<file path="src/rtl/wake_arbiter_pkg.sv">
// =============================================================================
// Module   : wake_arbiter_pkg
// Purpose  : State encoding and sizing helper shared by the wake arbiter.
// Revision : 1.0  initial release
// =============================================================================
`default_nettype none

package wake_arbiter_pkg;

    typedef enum logic [1:0] {
        ST_SLEEP  = 2'd0,
        ST_WAKE   = 2'd1,
        ST_ACTIVE = 2'd2,
        ST_LINGER = 2'd3
    } state_t;

    // Ceiling log2; only ever evaluated on elaboration-time constants.
    function automatic int clog2(input int value);
        int result;
        result = 0;
        for (int i = 0; i < 31; i++) begin
            if ((1 << i) < value) begin
                result = i + 1;
            end
        end
        return result;
    endfunction

endpackage

`default_nettype wire

</file>
<file path="src/rtl/wake_arbiter_rr_pick.sv">
// =============================================================================
// Module   : rr_pick
// Purpose  : Combinational round-robin pick: first set req bit at or after ptr.
// Revision : 1.0  initial release
// =============================================================================
`default_nettype none

module rr_pick #(
    parameter int N  = 4,
    parameter int PW = 2
) (
    input  logic [N-1:0]  req,
    input  logic [PW-1:0] ptr,
    output logic [N-1:0]  onehot,
    output logic [PW-1:0] idx,
    output logic          any
);

    // Two passes: indices at/above ptr first, then the wrapped-around lower part.
    always_comb begin
        onehot = '0;
        idx    = '0;
        any    = 1'b0;
        for (int i = 0; i < N; i++) begin
            if (!any && req[i] && (PW'(i) >= ptr)) begin
                any       = 1'b1;
                idx       = PW'(i);
                onehot[i] = 1'b1;
            end
        end
        for (int i = 0; i < N; i++) begin
            if (!any && req[i]) begin
                any       = 1'b1;
                idx       = PW'(i);
                onehot[i] = 1'b1;
            end
        end
    end

endmodule

`default_nettype wire

</file>
<file path="src/rtl/wake_arbiter.sv">
// =============================================================================
// Module   : wake_arbiter
// Purpose  : Sequences a gated resource enable (wake latency, linger hold)
//            and round-robin grants it among N requesters.
// Revision : 1.0  initial release
// =============================================================================
`default_nettype none

module wake_arbiter
    import wake_arbiter_pkg::*;
#(
    parameter int N    = 4,
    parameter int WAKE = 5,
    parameter int HOLD = 8
) (
    input  logic         clk,
    input  logic         nreset,
    input  logic [N-1:0] req,
    output logic [N-1:0] grant,
    output logic         en,
    output logic         ready,
    output logic [1:0]   state
);

    localparam int c_ptr_w = clog2(N);
    localparam int c_cnt_w = clog2((WAKE > HOLD) ? WAKE : HOLD) + 1;
    localparam logic [c_cnt_w-1:0] c_wake_load = c_cnt_w'(WAKE - 1);
    localparam logic [c_cnt_w-1:0] c_hold_load = c_cnt_w'(HOLD - 1);

    state_t               r_state;
    logic [c_cnt_w-1:0]   r_cnt;
    logic [c_ptr_w-1:0]   r_ptr;

    logic [N-1:0]         w_onehot;
    logic [c_ptr_w-1:0]   w_idx;
    logic                 w_any;
    logic [c_ptr_w-1:0]   w_next_ptr;

    rr_pick #(
        .N  (N),
        .PW (c_ptr_w)
    ) u_rr_pick (
        .req    (req),
        .ptr    (r_ptr),
        .onehot (w_onehot),
        .idx    (w_idx),
        .any    (w_any)
    );

    assign w_next_ptr = (w_idx == c_ptr_w'(N - 1)) ? '0 : (w_idx + c_ptr_w'(1));
    assign state      = r_state;

    always_ff @(posedge clk or negedge nreset) begin
        if (!nreset) begin
            r_state <= ST_SLEEP;
            r_cnt   <= '0;
            r_ptr   <= '0;
            grant   <= '0;
            en      <= 1'b0;
            ready   <= 1'b0;
        end else begin
            case (r_state)
                ST_SLEEP: begin
                    if (w_any) begin
                        r_state <= ST_WAKE;
                        en      <= 1'b1;
                        r_cnt   <= c_wake_load;
                    end
                end
                ST_WAKE: begin
                    // Wakeup always completes, even if every request has gone away.
                    if (r_cnt == '0) begin
                        ready <= 1'b1;
                        if (w_any) begin
                            r_state <= ST_ACTIVE;
                            grant   <= w_onehot;
                            r_ptr   <= w_next_ptr;
                        end else begin
                            r_state <= ST_LINGER;
                            r_cnt   <= c_hold_load;
                        end
                    end else begin
                        r_cnt <= r_cnt - 1'b1;
                    end
                end
                ST_ACTIVE: begin
                    // Owner keeps the grant until its own req drops.
                    if ((req & grant) == '0) begin
                        if (w_any) begin
                            grant <= w_onehot;
                            r_ptr <= w_next_ptr;
                        end else begin
                            grant   <= '0;
                            r_state <= ST_LINGER;
                            r_cnt   <= c_hold_load;
                        end
                    end
                end
                ST_LINGER: begin
                    if (w_any) begin
                        r_state <= ST_ACTIVE;
                        grant   <= w_onehot;
                        r_ptr   <= w_next_ptr;
                    end else if (r_cnt == '0) begin
                        r_state <= ST_SLEEP;
                        en      <= 1'b0;
                        ready   <= 1'b0;
                    end else begin
                        r_cnt <= r_cnt - 1'b1;
                    end
                end
                default: begin
                    r_state <= ST_SLEEP;
                end
            endcase
        end
    end

endmodule

`default_nettype wire

</file>
<file path="config.mk">
export PLATFORM = sky130hd
export DESIGN_NAME = wake_arbiter
export DESIGN_NICKNAME = d
export VERILOG_FILES = /design/src/rtl/wake_arbiter_pkg.sv /design/src/rtl/wake_arbiter_rr_pick.sv /design/src/rtl/wake_arbiter.sv
export SDC_FILE = /design/constraint.sdc
export NUM_CORES = 1
export LEC_CHECK = 0
export CORE_MARGIN = 3
export CORE_UTILIZATION = 39
export CTS_BUF_LIST = sky130_fd_sc_hd__clkbuf_16
export CTS_CLUSTER_DIAMETER = 60
export DETAILED_ROUTE_END_ITERATION = 6
export SKIP_LAST_GASP = 1
export SYNTH_ARGS = -nofsm -noshare
export SYNTH_HDL_FRONTEND = slang
export SYNTH_SLANG_ARGS = --single-unit
export TNS_END_PERCENT = 20
</file>
<file path="constraint.sdc">
create_clock -name clk -period 1.9 [get_ports clk]
set_input_delay 0.475 -clock clk [delete_from_list [all_inputs] [get_ports clk]]
set_output_delay 0.475 -clock clk [all_outputs]
set_load 0.01 [all_outputs]
</file>
==> run summary, run 1 <==
### Die
- **Starting Density** 41.4%
- **CORE AREA** 0.00223 mm^2
- **floorplan die height** 54.7 um
- **die outline width** 54.7 um
- **number of top-level pins** 14
- **standard-cell rows** 17
- **Die Area** 0.00299 mm^2

### Global routing
- **wire length of the first global-routing pass** 3870 um
- **number of antenna violations at the first check in global routing** 0
- **maximum number of pins on one net before global-route repair** 15
- **all-layer global routing usage** 18.3%
- **via count of the first global-routing pass** 841
- **global route total overflow** 0

### Logic synthesis
- **number of distinct library cell variants in the gate-level netlist after synthesis** 36
- **number of warnings issued by yosys** 0
- **total nets after synthesis** 111
- **post-synthesis register bit count** 14
- **sequential fraction of the synthesis area** 37.9%
- **number of instances in the synthesized netlist** 104
- **fraction of registers with async set/reset** 100%
- **post-synth design cell area** 925 um^2
- **number of synthesized flops with an enable pin** 0
- **Avg Cell Area, Syn** 8.89 um^2
- **leading register cell type out of synthesis** sky130_fd_sc_hd__dfrtp_1

### Timing
- **Period Utilization, post-route** 97.4%
- **top achievable clock speed** 541 MHz
- **clock tree skew after final layout** 0.00127 ns
- **Hold Vio Cnt, Final** 0
- **setup repair after global routing missed its margin** yes
- **number of slew-limit violations in the final report** 0
- **slew at the pin with the worst max-slew slack** 0.298 ns
- **Fin Setup TNS** 0 ns
- **Rel. slew slack** 80.0%
- **Tmin final** 1.85 ns
- **Setup Viol. Count Final** 0

### Detailed routing
- **DR WL/cell** 14.4 um
- **drt first-iter violations** 17
- **DRC violation count after routing** 0
- **wire length after detailed routing** 2300 um
- **Via-to-Cell Ratio** 5.43
- **Pre-antenna DRT Iters** 4
- **count of antenna-violating nets left after detailed routing** 0
- **Vias** 868

### Cells and area
- **total number of nets in the final design** 140
- **diodes inserted** 0
- **Util after Layout** 58.3%
- **Finished Layout Cells** 160
- **synth-to-layout area growth** 40.7%
- **layout cell share with drive strength beyond 1** 24.2%

### Clock tree
- **number of hold buffers added after CTS** 0
- **Num Clock Sinks** 14
- **deepest level of the CTS H-tree** 1
- **Reg clk slew, reported paths** 0.05 ns
- **Post CTS Setup Buffer Count** 0
- **TritonCTS Buffers** 3
- **clock root buffer** sky130_fd_sc_hd__clkbuf_16
- **Max Root-Sink Buffers** 2
- **latest clock arrival within the worst-skew pair** 0.24 ns
- **CTS tree** built

### Pwr
- **total power divided by cell area** 1290 mW/mm^2
- **Leakage Power** 0.000573 uW
- **worst IR drop on VDD** 0.774 mV
- **total power** 1670 uW

### Setup path
- **required time of the critical path** 2.02 ns
- **type of the setup path with the least slack** input port to flip-flop
- **worst reg2reg setup slack** 0.17 ns
- **Max FO, Critical Path** 8
- **arrival time at the worst endpoint** 1.97 ns
- **crit start category** input port
- **CP Capture Type** flip-flop

### Run
- **count of maximum capacitance violations** 0

### Placement
- **final estimated routing congestion in global placement** 0.849
- **Port Buffers** 13
- **DP Cell Count** 156
- **HPWL reported at the end of detailed placement** 1770 um

### Outcome
- **result of the run** completed

### Worst hold path
- **Hold Crit Class** flip-flop to flip-flop

-- logic make-up (layout without fill, tap and decap cells) --
| logic type | after synthesis | count (layout) | share of synthesized area, % |
|---|---|---|---|
| multiplexers | 2 | 2 | 2.17 |
| AND/OR/NAND/NOR | 31 | 31 | 19.5 |
| buffers and inverters | 13 | 41 | 6.09 |
| adder cells (fa/ha/maj) | 1 | 1 | 1.35 |
| flip-flops | 14 | 14 | 37.9 |
| AO/OA/AOI/OAI | 43 | 43 | 33.0 |
-- cell usage in the layout (no fill, tap or decap), types with 2 or more instances in the layout --
cell                              Yosys  routed
sky130_fd_sc_hd__buf_4                0      15
sky130_fd_sc_hd__dfrtp_1             14      14
sky130_fd_sc_hd__o21ai_0             11      11
sky130_fd_sc_hd__clkdlybuf4s50_1      0      10
sky130_fd_sc_hd__inv_1                9       9
sky130_fd_sc_hd__nand2_1              7       7
sky130_fd_sc_hd__a21oi_1              8       7
sky130_fd_sc_hd__o31ai_1              4       4
sky130_fd_sc_hd__nand3_1              6       4
sky130_fd_sc_hd__nor2_1               4       4
sky130_fd_sc_hd__nor2b_1              3       3
sky130_fd_sc_hd__o211ai_1             3       3
sky130_fd_sc_hd__a22oi_1              3       3
sky130_fd_sc_hd__clkbuf_16            0       3
sky130_fd_sc_hd__dlygate4sd2_1        0       3
sky130_fd_sc_hd__a21o_2               2       2
sky130_fd_sc_hd__nor3_1               2       2
sky130_fd_sc_hd__mux2i_1              2       2
sky130_fd_sc_hd__nand3_2              1       2
sky130_fd_sc_hd__o211a_1              2       2
sky130_fd_sc_hd__a41oi_1              2       2
-- worst paths after layout --
kind                                           start              endpoint  cells past startpoint
min in group asynchronous                     nreset  grant[1]$_DFFE_PN0P_                      2
worst min register to register     ready$_DFFE_PN0P_     ready$_DFFE_PN0P_                      2
worst max-delay path                          req[2]  r_cnt[0]$_DFFE_PN0P_                      5
worst min-delay path               ready$_DFFE_PN0P_     ready$_DFFE_PN0P_                      2
max in group asynchronous                     nreset  r_cnt[2]$_DFFE_PN0P_                      2
worst max register to register  r_cnt[1]$_DFFE_PN0P_  r_cnt[0]$_DFFE_PN0P_                      6
-- cell usage after synthesis, types with 2 or more instances --
cell type	count	area, um^2
sky130_fd_sc_hd__a21o_2	2	17.5
sky130_fd_sc_hd__a21oi_1	8	40.0
sky130_fd_sc_hd__a22oi_1	3	22.5
sky130_fd_sc_hd__a41oi_1	2	17.5
sky130_fd_sc_hd__clkbuf_1	3	11.3
sky130_fd_sc_hd__dfrtp_1	14	350
sky130_fd_sc_hd__inv_1	9	33.8
sky130_fd_sc_hd__mux2i_1	2	20.0
sky130_fd_sc_hd__nand2_1	7	26.3
sky130_fd_sc_hd__nand3_1	6	30.0
sky130_fd_sc_hd__nor2_1	4	15.0
sky130_fd_sc_hd__nor2b_1	3	18.8
sky130_fd_sc_hd__nor3_1	2	10.0
sky130_fd_sc_hd__o211a_1	2	20.0
sky130_fd_sc_hd__o211ai_1	3	22.5
sky130_fd_sc_hd__o21ai_0	11	55.1
sky130_fd_sc_hd__o31ai_1	4	30.0
-- flip-flops by register name, indices dropped and copies added (netlist names) --
register	count
ready	1
state	2
r_ptr	2
r_cnt	4
en	1
grant	4
-- report_power, final --
group | switching [uW] | total, uW | leakage, uW | internal, uW
clock | 118 | 395 | 0.0000385 | 278
sequential | 102 | 493 | 0.000166 | 390
combinational | 392 | 786 | 0.000368 | 394
-- repair_timing --
item	in CTS	in global routing
pin swaps	3	0
setup endpoints to repair	2	8
gates resized for setup	6	6
-- metal layers --
metal / part of all wire [%] / up-vias / GRT usage [%]
li1: - / 446 / -
met1: 49 / 405 / 24.4
met2: 47 / 15 / 28.5
met3: 3.7 / 2 / 4.36
met4: 0.43 / 0 / 6.64
met5: 0 / - / 0
-- stage by stage --
step	worst slack, ns	instance area, um^2	hold slack [ns]
2_1_floorplan	0.143	925	0.179
3_3_place_gp	-0.240	1180	0.499
3_5_place_dp	-0.289	1180	0.510
4_1_cts	0.0114	1270	0.520
5_1_grt	-0.00210	1300	0.558
6_report	0.0502	1300	0.507
-- final cells by class --
type                            instances  area, um^2
Clock buffer                            3        75.1
Clock inverter                          1        3.75
Tap cell                               28        35.0
Multi-Input combinational cell         77         564
Fill cell                             214         932
Timing Repair Buffer                   28         239
Sequential cell                        14         350
Inverter                                9        33.8
-- worst max-delay path: stages --
cell and delay [ns]:
sky130_fd_sc_hd__clkdlybuf4s50_1 0.42, sky130_fd_sc_hd__or4_4 0.49, sky130_fd_sc_hd__o21bai_4 0.21, sky130_fd_sc_hd__a311oi_2 0.11, sky130_fd_sc_hd__a221o_1 0.26
Note: power is estimated with default switching activity, not from simulation.
==> run 2: changes to the inputs <==
--- a/config.mk
+++ b/config.mk
@@ -10,7 +10,7 @@
 export CTS_BUF_LIST = sky130_fd_sc_hd__clkbuf_16
 export CTS_CLUSTER_DIAMETER = 60
 export DETAILED_ROUTE_END_ITERATION = 6
-export SKIP_LAST_GASP = 1
+export SLEW_MARGIN = 20
 export SYNTH_ARGS = -nofsm -noshare
 export SYNTH_HDL_FRONTEND = slang
 export SYNTH_SLANG_ARGS = --single-unit
==> run summary, run 2 (same netlist as run 1, synthesis figures left out) <==
### Cells and area
- **synth-to-layout area growth** 40.7%
- **sequential cell area** 350 um^2
- **fill cell total of the finished layout** 214
- **layout cell share with drive strength beyond 1** 24.2%
- **diodes inserted** 0
- **total number of nets in the final design** 140
- **multi-input combinational cell area** 564 um^2
- **leading cell type in the layout, fill and taps excluded** sky130_fd_sc_hd__buf_4
- **highest-count cells in the layout ignoring fill and taps** 15 x sky130_fd_sc_hd__buf_4, 14 x sky130_fd_sc_hd__dfrtp_1, 11 x sky130_fd_sc_hd__o21ai_0, 10 x sky130_fd_sc_hd__clkdlybuf4s50_1, 9 x sky130_fd_sc_hd__inv_1
- **leading registers by flop count** grant (4), r_cnt (4)
- **Finished Layout Cells** 160

### Clock tree
- **deepest level of the CTS H-tree** 1
- **Max Root-Sink Buffers** 2
- **CTS tree** built
- **clock root buffer** sky130_fd_sc_hd__clkbuf_16
- **number of hold buffers added after CTS** 0
- **TritonCTS Buffers** 3
- **latest clock arrival within the worst-skew pair** 0.24 ns
- **Reg clk slew, reported paths** 0.05 ns
- **Post CTS Setup Buffer Count** 0
- **Num Clock Sinks** 14

### Detailed routing
- **Pre-antenna DRT Iters** 4
- **Via-to-Cell Ratio** 5.46
- **wire length after detailed routing** 2290 um
- **Vias** 874
- **DRC violation count after routing** 0
- **drt first-iter violations** 19
- **count of antenna-violating nets left after detailed routing** 0
- **DR WL/cell** 14.3 um

### Setup path
- **category of cells accounting for the largest share of critical-path delay** compound AO/OA/AOI/OAI gates
- **required time of the critical path** 2.02 ns
- **capturing point of the worst reg2reg path** r_cnt[0]$_DFFE_PN0P_
- **slowest stage delay, CP** 0.49 ns
- **Critical Path, Cell by Cell** clkdlybuf4s50_1, or4_4, o21bai_4, a311oi_2, a221o_1
- **arrival time at the worst endpoint** 1.94 ns
- **combined buffer and inverter count along the critical path** 1
- **crit start category** input port
- **type of the setup path with the least slack** input port to flip-flop
- **Worst Reg-to-Reg Cells** 6
- **worst reg2reg setup slack** 0.18 ns
- **Slowest cell on crit path** sky130_fd_sc_hd__or4_4
- **Max FO, Critical Path** 8
- **CP Capture Type** flip-flop
- **launching point of the worst reg2reg path** r_cnt[1]$_DFFE_PN0P_

### Timing
- **top achievable clock speed** 549 MHz
- **number of slew-limit violations in the final report** 0
- **clock tree skew after final layout** 0.000888 ns
- **slew at the pin with the worst max-slew slack** 0.300 ns
- **Fin Setup TNS** 0 ns
- **Rel. slew slack** 79.9%
- **Tmin final** 1.82 ns
- **setup repair after global routing missed its margin** no
- **Setup Viol. Count Final** 0
- **Hold Vio Cnt, Final** 0
- **Period Utilization, post-route** 95.9%

### Die
- **CORE AREA** 0.00223 mm^2
- **floorplan die height** 54.7 um
- **number of top-level pins** 14
- **Die Area** 0.00299 mm^2
- **Starting Density** 41.4%
- **standard-cell rows** 17
- **die outline width** 54.7 um

### Global routing
- **GRT met2 Usage** 28.5%
- **all-layer global routing usage** 18.3%
- **wire length of the first global-routing pass** 3870 um
- **via count of the first global-routing pass** 841
- **maximum number of pins on one net before global-route repair** 15
- **number of antenna violations at the first check in global routing** 0
- **met1 global-route usage** 24.4%
- **GR peak layer** met2
- **met3 Usage GRT** 4.36%
- **global route total overflow** 0

### Placement
- **Port Buffers** 13
- **DP Cell Count** 156
- **HPWL reported at the end of detailed placement** 1770 um
- **final estimated routing congestion in global placement** 0.849

### Worst hold path
- **capture endpoint of the worst hold path** ready$_DFFE_PN0P_
- **launch instance of the worst min-delay path** ready$_DFFE_PN0P_
- **Hold Crit Class** flip-flop to flip-flop
- **cell depth of the worst hold path** 2

### Pwr
- **Leakage Power** 0.000573 uW
- **worst IR drop on VDD** 0.768 mV
- **total power divided by cell area** 1280 mW/mm^2

### Run
- **count of maximum capacitance violations** 0

### Outcome
- **result of the run** completed

-- run 2: timing repair --
| item | in CTS | in global routing |
|---|---|---|
| endpoints found under the setup margin | 2 | 8 |
| pin swaps | 3 | 3 |
| resized for setup | 6 | 6 |
-- run 2: power breakdown --
part	internal [uW]	total [uW]	switching, uW	leakage, uW
Combinational	394	784	390	0.000368
Clock	278	394	116	0.0000385
Sequential	391	493	102	0.000166
-- run 2: layer usage --
layer	routed length, um	vias up
li1	-	447
met1	1090	405
met2	1100	20
met3	91	2
met4	10	0
met5	0	-
-- run 2: worst max path at each step --
stage / end / depth (start not counted) / slack [ns] / startpoint
3_3_place_gp: r_cnt[2]$_DFFE_PN0P_ / 5 / -0.24 / req[2]
3_5_place_dp: r_cnt[2]$_DFFE_PN0P_ / 5 / -0.29 / req[2]
5_1_grt: grant[2]$_DFFE_PN0P_ / 6 / 0.005 / req[2]
6_report: r_cnt[0]$_DFFE_PN0P_ / 5 / 0.08 / req[2]
2_1_floorplan: r_cnt[2]$_DFFE_PN0P_ / 6 / 0.14 / r_cnt[0]$_DFFE_PN0P_
4_1_cts: r_cnt[0]$_DFFE_PN0P_ / 7 / 0.01 / req[2]
-- run 2: area by class of cell --
cell class | count | share of cell area (%)
Tap cell | 28 | 2.69
Timing Repair Buffer | 28 | 18.4
Multi-Input combinational cell | 77 | 43.4
Inverter | 9 | 2.60
Sequential cell | 14 | 26.9
Clock buffer | 3 | 5.77
Clock inverter | 1 | 0.288
-- run 2: metrics by stage --
step / total power (uW) / cell area [um^2] / util (%) / worst slack [ns] / hold WS, ns
floorplan: 930 / 925 / - / 0.143 / 0.179
global placement: 1240 / 1180 / 52.8 / -0.240 / 0.499
detailed placement: 1240 / 1180 / 52.8 / -0.289 / 0.510
CTS: 1660 / 1270 / 57.0 / 0.0114 / 0.520
global route: 1810 / 1300 / 58.3 / 0.00543 / 0.558
finish: 1670 / 1300 / 58.3 / 0.0788 / 0.507
-- run 2: tightest hold or removal path: stages, from the launching register on --
cell and delay (ns):
sky130_fd_sc_hd__dfrtp_1 0.34, sky130_fd_sc_hd__o21ai_0 0.07, sky130_fd_sc_hd__o21ai_0 0.06
